[src/rtl/rs232_pkg.sv]
// Shared receiver definitions: FSM states, oversampling ratio, vote points, frame size.
// Combinational helpers only; no latency or backpressure.
package rs232_pkg;

  typedef enum logic [2:0] {
    IDLE,
    START,
    DATA,
    STOP,
    BREAK
  } state_t;

  localparam int OSR       = 16;
  localparam int SCNT_W    = $clog2(OSR);
  localparam int SAMPLE_A  = 7;
  localparam int SAMPLE_B  = 8;
  localparam int SAMPLE_C  = 9;
  localparam int DATA_BITS = 8;

  // Clocks per 1/16 bit, rounded to nearest and never below one.
  function automatic int calc_div(input int clk_hz, input int baud);
    int d;
    d = (clk_hz + baud * (OSR / 2)) / (baud * OSR);
    return (d < 1) ? 1 : d;
  endfunction

endpackage

[src/rtl/rs232_baud_tick.sv]
// Oversampling tick divider (1 tick = 1/16 bit), restartable by i_clr.
// Tick is combinational from the counter; no backpressure.
module rs232_baud_tick #(
  parameter int ClockFreq = 50000000,
  parameter int BaudFast  = 115200,
  parameter int BaudSlow  = 19200
) (
  input  logic clk,
  input  logic rst_n,
  input  logic i_clr,
  input  logic i_fsel,
  output logic o_tick
);
  import rs232_pkg::*;

  localparam int DIV_FAST = calc_div(ClockFreq, BaudFast);
  localparam int DIV_SLOW = calc_div(ClockFreq, BaudSlow);
  localparam int DIV_MAX  = (DIV_FAST > DIV_SLOW) ? DIV_FAST : DIV_SLOW;
  localparam int CNT_W    = (DIV_MAX > 1) ? $clog2(DIV_MAX) : 1;

  logic [CNT_W-1:0] r_cnt;
  logic [CNT_W-1:0] w_last;

  assign w_last = i_fsel ? CNT_W'(DIV_FAST - 1) : CNT_W'(DIV_SLOW - 1);
  assign o_tick = !i_clr && (r_cnt == w_last);

  always_ff @(posedge clk or negedge rst_n) begin
    if (!rst_n) begin
      r_cnt <= '0;
    end else if (i_clr || (r_cnt == w_last)) begin
      r_cnt <= '0;
    end else begin
      r_cnt <= r_cnt + 1'b1;
    end
  end

endmodule

[src/rtl/rs232_rx_os.sv]
// 16x oversampling 8N1 receiver with majority vote, framing-error and sticky overrun flags.
// rdy rises 1 clk after the stop-bit vote; held byte waits for done, later bytes overrun.
module rs232_rx_os #(
  parameter int ClockFreq = 50000000,
  parameter int BaudFast  = 115200,
  parameter int BaudSlow  = 19200
) (
  input  logic       clk,
  input  logic       rst_n,
  input  logic       fsel,
  input  logic       rxd,
  input  logic       done,
  output logic [7:0] data_out,
  output logic       rdy,
  output logic       ferr,
  output logic       ovr
);
  import rs232_pkg::*;

  logic              r_sync1, r_rxs, r_rxs_d;
  logic              r_fsel;
  state_t            r_state;
  logic [SCNT_W-1:0] r_scnt;
  logic [2:0]        r_bit;
  logic [7:0]        r_shift;
  logic              r_s7, r_s8;
  logic              r_dlv, r_dlv_stop;
  logic [7:0]        r_data;
  logic              r_rdy, r_ferr, r_ovr;

  logic w_start, w_tick, w_vote, w_at_vote, w_bit_end;

  assign w_start   = (r_state == IDLE) && !r_rxs && r_rxs_d;
  assign w_vote    = (r_s7 & r_s8) | (r_s7 & r_rxs) | (r_s8 & r_rxs);
  assign w_at_vote = w_tick && (r_scnt == SCNT_W'(SAMPLE_C));
  assign w_bit_end = w_tick && (r_scnt == SCNT_W'(OSR - 1));

  rs232_baud_tick #(
    .ClockFreq(ClockFreq),
    .BaudFast (BaudFast),
    .BaudSlow (BaudSlow)
  ) u_tick (
    .clk   (clk),
    .rst_n (rst_n),
    .i_clr (w_start),
    .i_fsel(r_fsel),
    .o_tick(w_tick)
  );

  // Preset high so reset release never looks like a start edge.
  always_ff @(posedge clk or negedge rst_n) begin
    if (!rst_n) begin
      r_sync1 <= 1'b1;
      r_rxs   <= 1'b1;
      r_rxs_d <= 1'b1;
    end else begin
      r_sync1 <= rxd;
      r_rxs   <= r_sync1;
      r_rxs_d <= r_rxs;
    end
  end

  always_ff @(posedge clk or negedge rst_n) begin
    if (!rst_n) begin
      r_state    <= IDLE;
      r_fsel     <= 1'b0;
      r_scnt     <= '0;
      r_bit      <= '0;
      r_shift    <= '0;
      r_s7       <= 1'b0;
      r_s8       <= 1'b0;
      r_dlv      <= 1'b0;
      r_dlv_stop <= 1'b0;
    end else begin
      r_dlv <= 1'b0;
      if (w_tick && (r_state != IDLE)) begin
        r_scnt <= r_scnt + 1'b1;
        if (r_scnt == SCNT_W'(SAMPLE_A)) r_s7 <= r_rxs;
        if (r_scnt == SCNT_W'(SAMPLE_B)) r_s8 <= r_rxs;
      end
      case (r_state)
        IDLE: begin
          if (w_start) begin
            r_state <= START;
            r_scnt  <= '0;
            r_fsel  <= fsel;
            r_bit   <= '0;
          end
        end
        START: begin
          if (w_at_vote && w_vote) begin
            r_state <= IDLE;
          end else if (w_bit_end) begin
            r_state <= DATA;
          end
        end
        DATA: begin
          if (w_at_vote) r_shift <= {w_vote, r_shift[7:1]};
          if (w_bit_end) begin
            if (r_bit == 3'(DATA_BITS - 1)) r_state <= STOP;
            else r_bit <= r_bit + 1'b1;
          end
        end
        STOP: begin
          if (w_at_vote) begin
            r_dlv      <= 1'b1;
            r_dlv_stop <= w_vote;
            r_state    <= w_vote ? IDLE : BREAK;
          end
        end
        BREAK: begin
          if (r_rxs) r_state <= IDLE;
        end
        default: r_state <= IDLE;
      endcase
    end
  end

  // A done in the delivery cycle frees the slot, so the new byte is taken without overrun.
  always_ff @(posedge clk or negedge rst_n) begin
    if (!rst_n) begin
      r_data <= '0;
      r_rdy  <= 1'b0;
      r_ferr <= 1'b0;
      r_ovr  <= 1'b0;
    end else if (r_dlv) begin
      if (!r_rdy || done) begin
        r_data <= r_shift;
        r_ferr <= ~r_dlv_stop;
        r_rdy  <= 1'b1;
        if (done) r_ovr <= 1'b0;
      end else begin
        r_ovr <= 1'b1;
      end
    end else if (done && r_rdy) begin
      r_rdy <= 1'b0;
      r_ovr <= 1'b0;
    end
  end

  assign data_out = r_data;
  assign rdy      = r_rdy;
  assign ferr     = r_ferr;
  assign ovr      = r_ovr;

endmodule

[config.mk]
export PLATFORM = sky130hd
export DESIGN_NAME = rs232_rx_os
export DESIGN_NICKNAME = d
export VERILOG_FILES = /design/src/rtl/rs232_pkg.sv /design/src/rtl/rs232_baud_tick.sv /design/src/rtl/rs232_rx_os.sv
export SDC_FILE = /design/constraint.sdc
export NUM_CORES = 1
export LEC_CHECK = 0
export BUFFER_PORTS_ARGS = -buffer_cell sky130_fd_sc_hd__buf_2
export CAP_MARGIN = 20
export CORE_MARGIN = 3
export CORE_UTILIZATION = 35
export CTS_CLUSTER_DIAMETER = 120
export CTS_CLUSTER_SIZE = 25
export DETAILED_ROUTE_END_ITERATION = 8
export PLACE_DENSITY_LB_ADDON = 0.15
export REMOVE_ABC_BUFFERS = 1
export SLEW_MARGIN = 20
export SYNTH_ARGS = -nofsm -noshare
export SYNTH_HDL_FRONTEND = slang
export SYNTH_HIERARCHICAL = 1
export SYNTH_SLANG_ARGS = --single-unit
[constraint.sdc]
create_clock -name clk -period 2.4 [get_ports clk]
set_input_delay 0.48 -clock clk [delete_from_list [all_inputs] [get_ports clk]]
set_output_delay 0.48 -clock clk [all_outputs]
set_load 0.05 [all_outputs]
Yosys cells after proc, flatten, opt, wreduce, memory -nomap -nowiden
Cells that the tools add are included.
{"block": "totals", "ff_bits": 45, "wordCells": 98, "output_inout_bits": 11, "inputBits": 5}
{"block": "op_classes", "n_reduce_logical": 27, "mux": 26, "bitwise_logic": 6, "n_eq_ne": 19, "addsub": 3}
{"cell": "$mux 3", "n": 11}
{"cell": "$mux 8", "n": 2}
{"cell": "$reduce_and 2->1", "n": 8}
{"cell": "$pmux 3 s5", "n": 1}
{"cell": "$eq 4x4->1 const B", "n": 3}
{"cell": "$mux 4", "n": 3}
{"cell": "$ne 2x2->1 const B", "n": 5}
{"cell": "$add 8x1->8 const B", "n": 1}
{"cell": "$eq 8x8->1", "n": 1}
{"cell": "$logic_and 1x1->1", "n": 8}
{"cell": "$mux 1", "n": 8}
{"cell": "$eq 3x2->1 const B", "n": 2}
{"cell": "$eq 3x3->1 const B", "n": 2}
{"cell": "$ne 3x3->1 const B", "n": 2}
{"cell": "$pmux 3 s2", "n": 1}
{"cell": "$reduce_and 6->1", "n": 1}
{"cell": "$add 4x1->4 const B", "n": 1}
{"cell": "$eq 4x3->1 const B", "n": 1}
{"cell": "$ne 2x1->1 const B", "n": 2}
{"cell": "$reduce_and 4->1", "n": 1}
{"cell": "$reduce_bool 2->1", "n": 2}
{"cell": "$add 3x1->3 const B", "n": 1}
{"cell": "$and 1x1->1", "n": 3}
{"cell": "$eq 3x1->1 const B", "n": 1}
{"cell": "other kinds (6)", "n": 10}

Longest topological paths before layout
Gate-level depths: netlist of run 1.
{"block": "depth", "ltp_word": 9, "ltp_mapped": 10, "depth_no_buf": 8}

Hierarchy
Netlist of run 1, hierarchy kept.
{"module": "rs232_rx_os", "area_per_inst_um2": 1581.5, "seq_area_each_um2": 929.6, "n_inst": 1, "cells_per_inst": 121}
{"module": "rs232_baud_tick", "area_per_inst_um2": 474.2, "seq_area_each_um2": 200.2, "n_inst": 1, "cells_per_inst": 40}

Worst setup path before layout of run 1
OpenSTA, ideal clock, no wires.
{"block": "synth_path", "path_type": "flip-flop to flip-flop", "start": "register u_tick.r_cnt[5]", "end": "register r_s7", "stages_incl_launch_ff": 8, "period_less_slack_ps": 2206, "path_buffers": 0, "arrival_ps": 2081, "path_slack_ps": 194, "setup_time_ps": 125, "t_required_ps": 2275, "cell_sequence": "dfrtp_1 > or3b_1 > o2bb2ai_4 > and3b_1 > o31a_2 > nand2_1 > nor3b_1 > mux2_2"}
{"block": "synth_between", "elab_chain_len": 4}
{"item": "from (decl)", "line": "rs232_baud_tick.sv:21", "source": "logic [CNT_W-1:0] r_cnt;"}
{"item": "from (signal assigned)", "line": "rs232_baud_tick.sv:33", "source": "r_cnt <= r_cnt + 1'b1;"}
{"item": "$eq 8x8->1", "line": "rs232_baud_tick.sv:25", "source": "assign o_tick = !i_clr && (r_cnt == w_last);"}
{"item": "$logic_and 1x1->1", "line": "rs232_baud_tick.sv:25"}
{"item": "net w_tick", "line": "rs232_rx_os.sv:31", "source": "logic w_start, w_tick, w_vote, w_at_vote, w_bit_end;"}
{"item": "$logic_and 1x1->1", "line": "rs232_rx_os.sv:76", "source": "if (w_tick && (r_state != IDLE)) begin"}
{"item": "$reduce_and 2->1 (no source line)"}
{"item": "to (signal assigned)", "line": "rs232_rx_os.sv:78", "source": "if (r_scnt == SCNT_W'(SAMPLE_A)) r_s7 <= r_rxs;"}
{"item": "to (decl)", "line": "rs232_rx_os.sv:26", "source": "logic r_s7, r_s8;"}
The timed path passes the listed nets, and every way through them passes these cells.
A chain may end at the register's enable or synchronous reset.

Worst setup path after layout of run 1
Same ends and word-level chain as after synthesis.

==> results of run 1 <==
report_power, final:
part           total [uW]  leakage [uW]  switching, uW  internal (uW)
Combinational         322      0.000463            167            154
Sequential            934      0.000597           98.5            836
Clock                 597     0.0000574            258            339
routing by layer:
layer	track usage	up-vias	share of wire
met2	0.210	21	0.49
met5	0	-	0
met3	0.0260	5	0.038
met1	0.148	681	0.46
li1	-	637	-
met4	0.0588	0	0.017
flip-flops by register name, indices dropped and copies added, names as in the netlist, 3 cells and up:
name / cells
data_out: 8
r_bit: 3
r_scnt: 4
r_shift: 8
r_state: 3
u_tick/r_cnt: 8
metrics by stage:
stage / instances / area (um2) / setup WS [ns] / total power (uW) / hold WS, ns
floorplan: 159 / 2040 / 0.194 / 1120 / 0.184
global route: 261 / 2390 / 0.0124 / 1960 / 0.180
CTS: 260 / 2380 / 0.113 / 1880 / 0.160
detailed placement: 252 / 2260 / 0.132 / 1270 / 0.352
global placement: 252 / 2260 / 0.185 / 1250 / 0.352
finish: 261 / 2390 / 0.137 / 1850 / 0.152
kinds of logic (layout without fill, tap and decap cells):
kind of cell | count (synthesis) | in the layout | synth area share
adder cells (fa/ha/maj) | 8 | 8 | 0.0475
buffers and inverters | 6 | 34 | 0.0146
AO/OA/AOI/OAI | 27 | 27 | 0.105
flip-flops | 45 | 45 | 0.550
AND/OR/NAND/NOR | 51 | 51 | 0.155
XOR/XNOR | 4 | 4 | 0.0170
multiplexers | 20 | 20 | 0.111
synthesized netlist by cell type (2+ instances only):
| cell type | number |
|---|---|
| nand2_1 | 9 |
| nand3_1 | 6 |
| or3_1 | 4 |
| a221oi_2 | 2 |
| o21ai_0 | 8 |
| nand2b_1 | 2 |
| nand4_1 | 3 |
| mux2_2 | 19 |
| nor2b_1 | 2 |
| xor2_1 | 3 |
| inv_1 | 4 |
| ha_1 | 7 |
| a21oi_1 | 5 |
| nor3_1 | 3 |
| nor2_1 | 8 |
| nor3b_1 | 2 |
| a211oi_1 | 5 |
| a22o_2 | 2 |
| dfstp_2 | 3 |
| dfrtp_1 | 42 |
final cells by class:
| class | count | share of cell area |
|---|---|---|
| clock inverter | 2 | 0.0157 |
| sequential | 45 | 0.473 |
| timing repair buffer | 22 | 0.0586 |
| inverter | 4 | 0.00628 |
| tap | 72 | 0.0377 |
| multi-input combinational | 110 | 0.375 |
| clock buffer | 6 | 0.0345 |
worst max-delay path by stage:
stage	start	to	slack, ns	depth (start not counted)
after floorplan	u_tick/r_cnt[5]$_DFF_PN0_	r_s7$_DFFE_PN0P_	0.19	7
after global placement	u_tick/r_cnt[5]$_DFF_PN0_	r_s7$_DFFE_PN0P_	0.19	7
after detailed placement	u_tick/r_cnt[5]$_DFF_PN0_	r_s7$_DFFE_PN0P_	0.13	7
after CTS	u_tick/r_cnt[5]$_DFF_PN0_	r_s7$_DFFE_PN0P_	0.11	7
after global routing	u_tick/r_cnt[5]$_DFF_PN0_	r_s7$_DFFE_PN0P_	0.01	7
final	u_tick/r_cnt[5]$_DFF_PN0_	r_s7$_DFFE_PN0P_	0.14	7
worst register-to-register path: cells and delay by family (launching register included):
kind / cells / cell delay, ns
AO/OA/AOI/OAI: 2 / 0.38
flip-flops: 1 / 0.42
AND/OR/NAND/NOR: 4 / 1.01
multiplexers: 1 / 0.36
==> flow_summary.json, run 1 <==
{
  "r2r_end": "r_s7$_DFFE_PN0P_",
  "fmaxAchievable_mhz": 442,
  "mean_instance_size_in_the_synthesized_netlist_um2": 12.8,
  "number_of_routed_nets_with_antenna_violations": 0,
  "crit_path_cell_trace": "or3b_1 > o2bb2ai_4 > and3b_1 > o31a_2 > nand2_1 > nor3b_1 > mux2_2",
  "cts.repair_timing.setup_buffer_count": 0,
  "postSynthRegisterBits": 45,
  "io_pins": 16,
  "drtPass1Iterations": 4,
  "n_antenna_cell": 0,
  "irDropWorstVdd_uv": 331,
  "drt_iter0_drc": 52,
  "synth_async_sr_flop_share": 1.00,
  "min_period_over_period": 0.943,
  "cts-buffers-inserted": 5,
  "cts.reportedPaths.clkPinSlew_ns": 0.09,
  "dpl.hpwl_um": 2690,
  "synthesis.instances": 161,
  "critical_path.max_fanout": 6,
  "drt-wirelength-per-cell_um": 13.8,
  "port-buffer-count": 15,
  "post_route_cells_drive_above_1_share": 0.360,
  "post_cts_resized": 0,
  "slowest_delay_ns": 0.43,
  "floorplan.rows": 27,
  "outcome": "completed",
  "setup_viol": 0,
  "fin_nets": 200,
  "period_minus_slack_ns": 2.26,
  "num_vias": 1344,
  "synth.yosys.warnings": 6,
  "regToRegStartpoint": "u_tick/r_cnt[5]$_DFF_PN0_",
  "timing.critical_path.arrival_ns": 2.45,
  "start_util": 0.367,
  "die_height_um": 82.6,
  "cts_tree": "done",
  "cp_num_buf_inv": 0,
  "number_of_antenna_violations_at_the_first_check_in_global_routing": 0,
  "drt_wl_total_um": 3600,
  "synth-edff-count": 0,
  "cp-end-kind": "flip-flop",
  "die_area_um2": 6830,
  "power-per-cell-area_nw_per_um2": 775,
  "drc_errors": 0,
  "layout.cells.most_common": "dfrtp_1",
  "place_congestion": 0.818,
  "cts-htree-levels": 2,
  "timing.clock.skew_ns": 0.00502,
  "clk_latency_ns": 0.29,
  "yosys.area.top_type": "dfrtp_1",
  "grt_max_degree": 25,
  "fin_hold_viols": 0,
  "setup-tns-final_ns": 0,
  "clockBufferDepth": 2,
  "yosysSeqAreaShare": 0.550,
  "tritoncts_num_sinks": 45,
  "die_width_um": 82.6,
  "crit_type": "flip-flop to flip-flop",
  "grt_pass1_wl_um": 6380,
  "max-slew-margin-rel": 0.650,
  "via_per_inst": 5.15,
  "multiInputGateArea_um2": 896,
  "vias_in_the_first_global_route": 1410,
  "maxCapViolCount": 0,
  "synth.lib_cells_used.distinct": 42,
  "ff2ff_path_depth": 7,
  "layout.cells.most_common_list": "dfrtp_1, mux2_2, buf_2, nand2_1",
  "worst_min_delay_path_category": "input pin to asynchronous set/reset pin",
  "clock-root-buffer": "clkbuf_8",
  "core_area_um2": 5610,
  "syn_std_cell_area_um2": 2060,
  "yosys-top-cells-area": "dfrtp_1, mux2_2, ha_1, dfstp_2, o21ai_0",
  "crit_path_top_delay_cell": "or3b_1",
  "startpoint_type": "flip-flop",
  "grt_setup_unrepaired": "false",
  "tightestPinTransition_ns": 0.525,
  "fillers": 579,
  "netlist.area_leader.share": 0.511,
  "hold_bufs_inserted_after_cts": 0,
  "p_leak_uw": 0.00112,
  "cp_top_family": "simple AND/OR/NAND/NOR gates",
  "slew_violations": 0,
  "groute.usage.overall": 0.123,
  "globalRoute.totalOverflow": 0,
  "reg2reg_setup_slack_ns": 0.14,
  "synthToLayoutAreaGrowth_pct": 16.3,
  "sequential_cell_area_um2": 1130,
  "post-route-util": 0.426,
  "critical_path_required_ns": 2.59,
  "synth_flop_cell": "dfrtp_1"
}
No activity file was read; power rests on OpenSTA's default activity.
==> inputs of run 2 (changes only) <==
BUFFER_PORTS_ARGS = -buffer_cell sky130_fd_sc_hd__clkbuf_2   (was -buffer_cell sky130_fd_sc_hd__buf_2)
==> run 2 against run 1 <==
  * Wire length shrank 4.3%
  * Clock power fell by 16%
  * Utilization fell by 0.18 points
  * Global-route usage down 0.22 points
  * Sequential share of layout area grew 0.20 points
  * First-iteration DRC count down 13%
==> flow_summary.json, run 2 (synthesis results as in run 1) <==
{
  "place_congestion": 0.866,
  "drt-wirelength-per-cell_um": 13.1,
  "cts-buffers-inserted": 5,
  "io_pins": 16,
  "tritoncts_num_sinks": 45,
  "tightestPinTransition_ns": 0.554,
  "grt_max_degree": 26,
  "drtPass1Iterations": 4,
  "period_minus_slack_ns": 2.22,
  "clk_latency_ns": 0.29,
  "num_vias": 1314,
  "n_antenna_cell": 0,
  "grt_pass1_wl_um": 6200,
  "start_util": 0.367,
  "min_period_over_period": 0.925,
  "total_power_uw": 1750,
  "drc_errors": 0,
  "max-slew-margin-rel": 0.631,
  "fmaxAchievable_mhz": 450,
  "layout.cells.most_common_list": "dfrtp_1, mux2_2, clkbuf_2, nand2_1",
  "globalRoute.totalOverflow": 0,
  "core_area_um2": 5610,
  "slew_violations": 0,
  "crit_path_top_delay_cell": "dfrtp_1",
  "startpoint_type": "flip-flop",
  "cts_tree": "done",
  "clockBufferDepth": 2,
  "fin_hold_viols": 0,
  "number_of_antenna_violations_at_the_first_check_in_global_routing": 0,
  "dpl.hpwl_um": 2580,
  "cp-end-kind": "flip-flop",
  "drt_wl_total_um": 3440,
  "numPlacedInstances": 254,
  "timing.clock.skew_ns": 0.00350,
  "reg2reg_setup_slack_ns": 0.18,
  "cts.reportedPaths.clkPinSlew_ns": 0.08,
  "hold_bufs_inserted_after_cts": 0,
  "cts.repair_timing.setup_buffer_count": 0,
  "die_width_um": 82.6,
  "instances_no_fill": 262,
  "die_area_um2": 6830,
  "setup-tns-final_ns": 0,
  "vias_in_the_first_global_route": 1364,
  "maxCapViolCount": 0,
  "slowest_delay_ns": 0.43,
  "fillers": 545,
  "drt_iter0_drc": 45,
  "layout.cells.most_common": "dfrtp_1",
  "groute.usage.overall": 0.121,
  "port-buffer-count": 15,
  "p_leak_uw": 0.00111,
  "setup_viol": 0,
  "cts-htree-levels": 2,
  "power-per-cell-area_nw_per_um2": 736,
  "crit_path_cell_trace": "or3b_1 > o2bb2ai_4 > and3b_2 > o31a_2 > nand2_1 > nor3b_1 > mux2_2",
  "outcome": "completed",
  "critical_path_required_ns": 2.58,
  "hold_slack_ns": 0.163,
  "floorplan.rows": 27,
  "worst_min_delay_path_category": "input pin to asynchronous set/reset pin",
  "timing.critical_path.arrival_ns": 2.40,
  "crit_type": "flip-flop to flip-flop",
  "critical_path.max_fanout": 6,
  "die_height_um": 82.6,
  "via_per_inst": 5.02,
  "irDropWorstVdd_uv": 289,
  "grt_setup_unrepaired": "false",
  "number_of_routed_nets_with_antenna_violations": 0,
  "post_route_cells_drive_above_1_share": 0.368,
  "fin_nets": 201,
  "synthToLayoutAreaGrowth_pct": 15.8,
  "clock-root-buffer": "clkbuf_8"
}
run 2: cell types whose count changed in the layout (fill, tap and decap cells not counted):
cell,delta
buf_2,-15
clkbuf_2,+15
and3b_1,-1
and3b_2,+1
buf_4,+1
bufinv_16,-1
clkbuf_8,+1
clkinv_2,+1
clkinvlp_4,-1
run 2: layout make-up:
class	instances	area [um2]	share of cell area
clock buffers	7	96.3	0.0405
clock inverters	1	5.00	0.00210
inverters	4	15.0	0.00631
multi-input cells	110	897	0.377
flip-flops and latches	45	1130	0.475
well taps	72	90.1	0.0378
repair buffers	23	148	0.0620
run 2: worst paths after layout:
| path | startpoint | endpoint | cells past startpoint |
|---|---|---|---|
| worst max-delay path | u_tick/r_cnt[7]$_DFF_PN0_ | r_s7$_DFFE_PN0P_ | 7 |
| worst min-delay path | rst_n | data_out[1]$_DFFE_PN0P_ | 1 |
| worst max register to register | u_tick/r_cnt[7]$_DFF_PN0_ | r_s7$_DFFE_PN0P_ | 7 |
| worst min register to register | r_sync1$_DFF_PN1_ | r_rxs$_DFF_PN1_ | 0 |
| max in group asynchronous | rst_n | r_rxs_d$_DFF_PN1_ | 2 |
| min in group clk | rxd | r_sync1$_DFF_PN1_ | 1 |
run 2: layer usage:
layer  global-route usage  part of all wire
met5                    0                 0
met1                0.144              0.47
met4               0.0572             0.019
met3               0.0336             0.045
met2                0.202              0.46
run 2: power by group:
part	internal [uW]	switching [uW]	total (uW)
clock	260	242	503
combinational	155	164	319
sequential	836	94.6	930
run 2: critical path: cells and delay by family (launching register included):
family             cells  cell delay, ns
AOI/OAI and AO/OA      2            0.34
muxes                  1            0.36
and+or+nand+nor        4            0.98
DFF                    1            0.43
run 2: stage by stage:
step | setup slack (ns) | instance area, um2 | utilization
after CTS | 0.131 | 2380 | 0.424
after detailed placement | 0.146 | 2280 | 0.406
after floorplan | 0.194 | 2040 | -
final | 0.179 | 2380 | 0.425
after global placement | 0.198 | 2280 | 0.406
after global routing | 0.0459 | 2380 | 0.425
run 2: repair_timing:
| item | 4_1_cts | 5_1_grt |
|---|---|---|
| setup endpoints to repair | 0 | 1 |
| hold endpoints to repair | 0 | 0 |
| gates resized for setup | 0 | 1 |
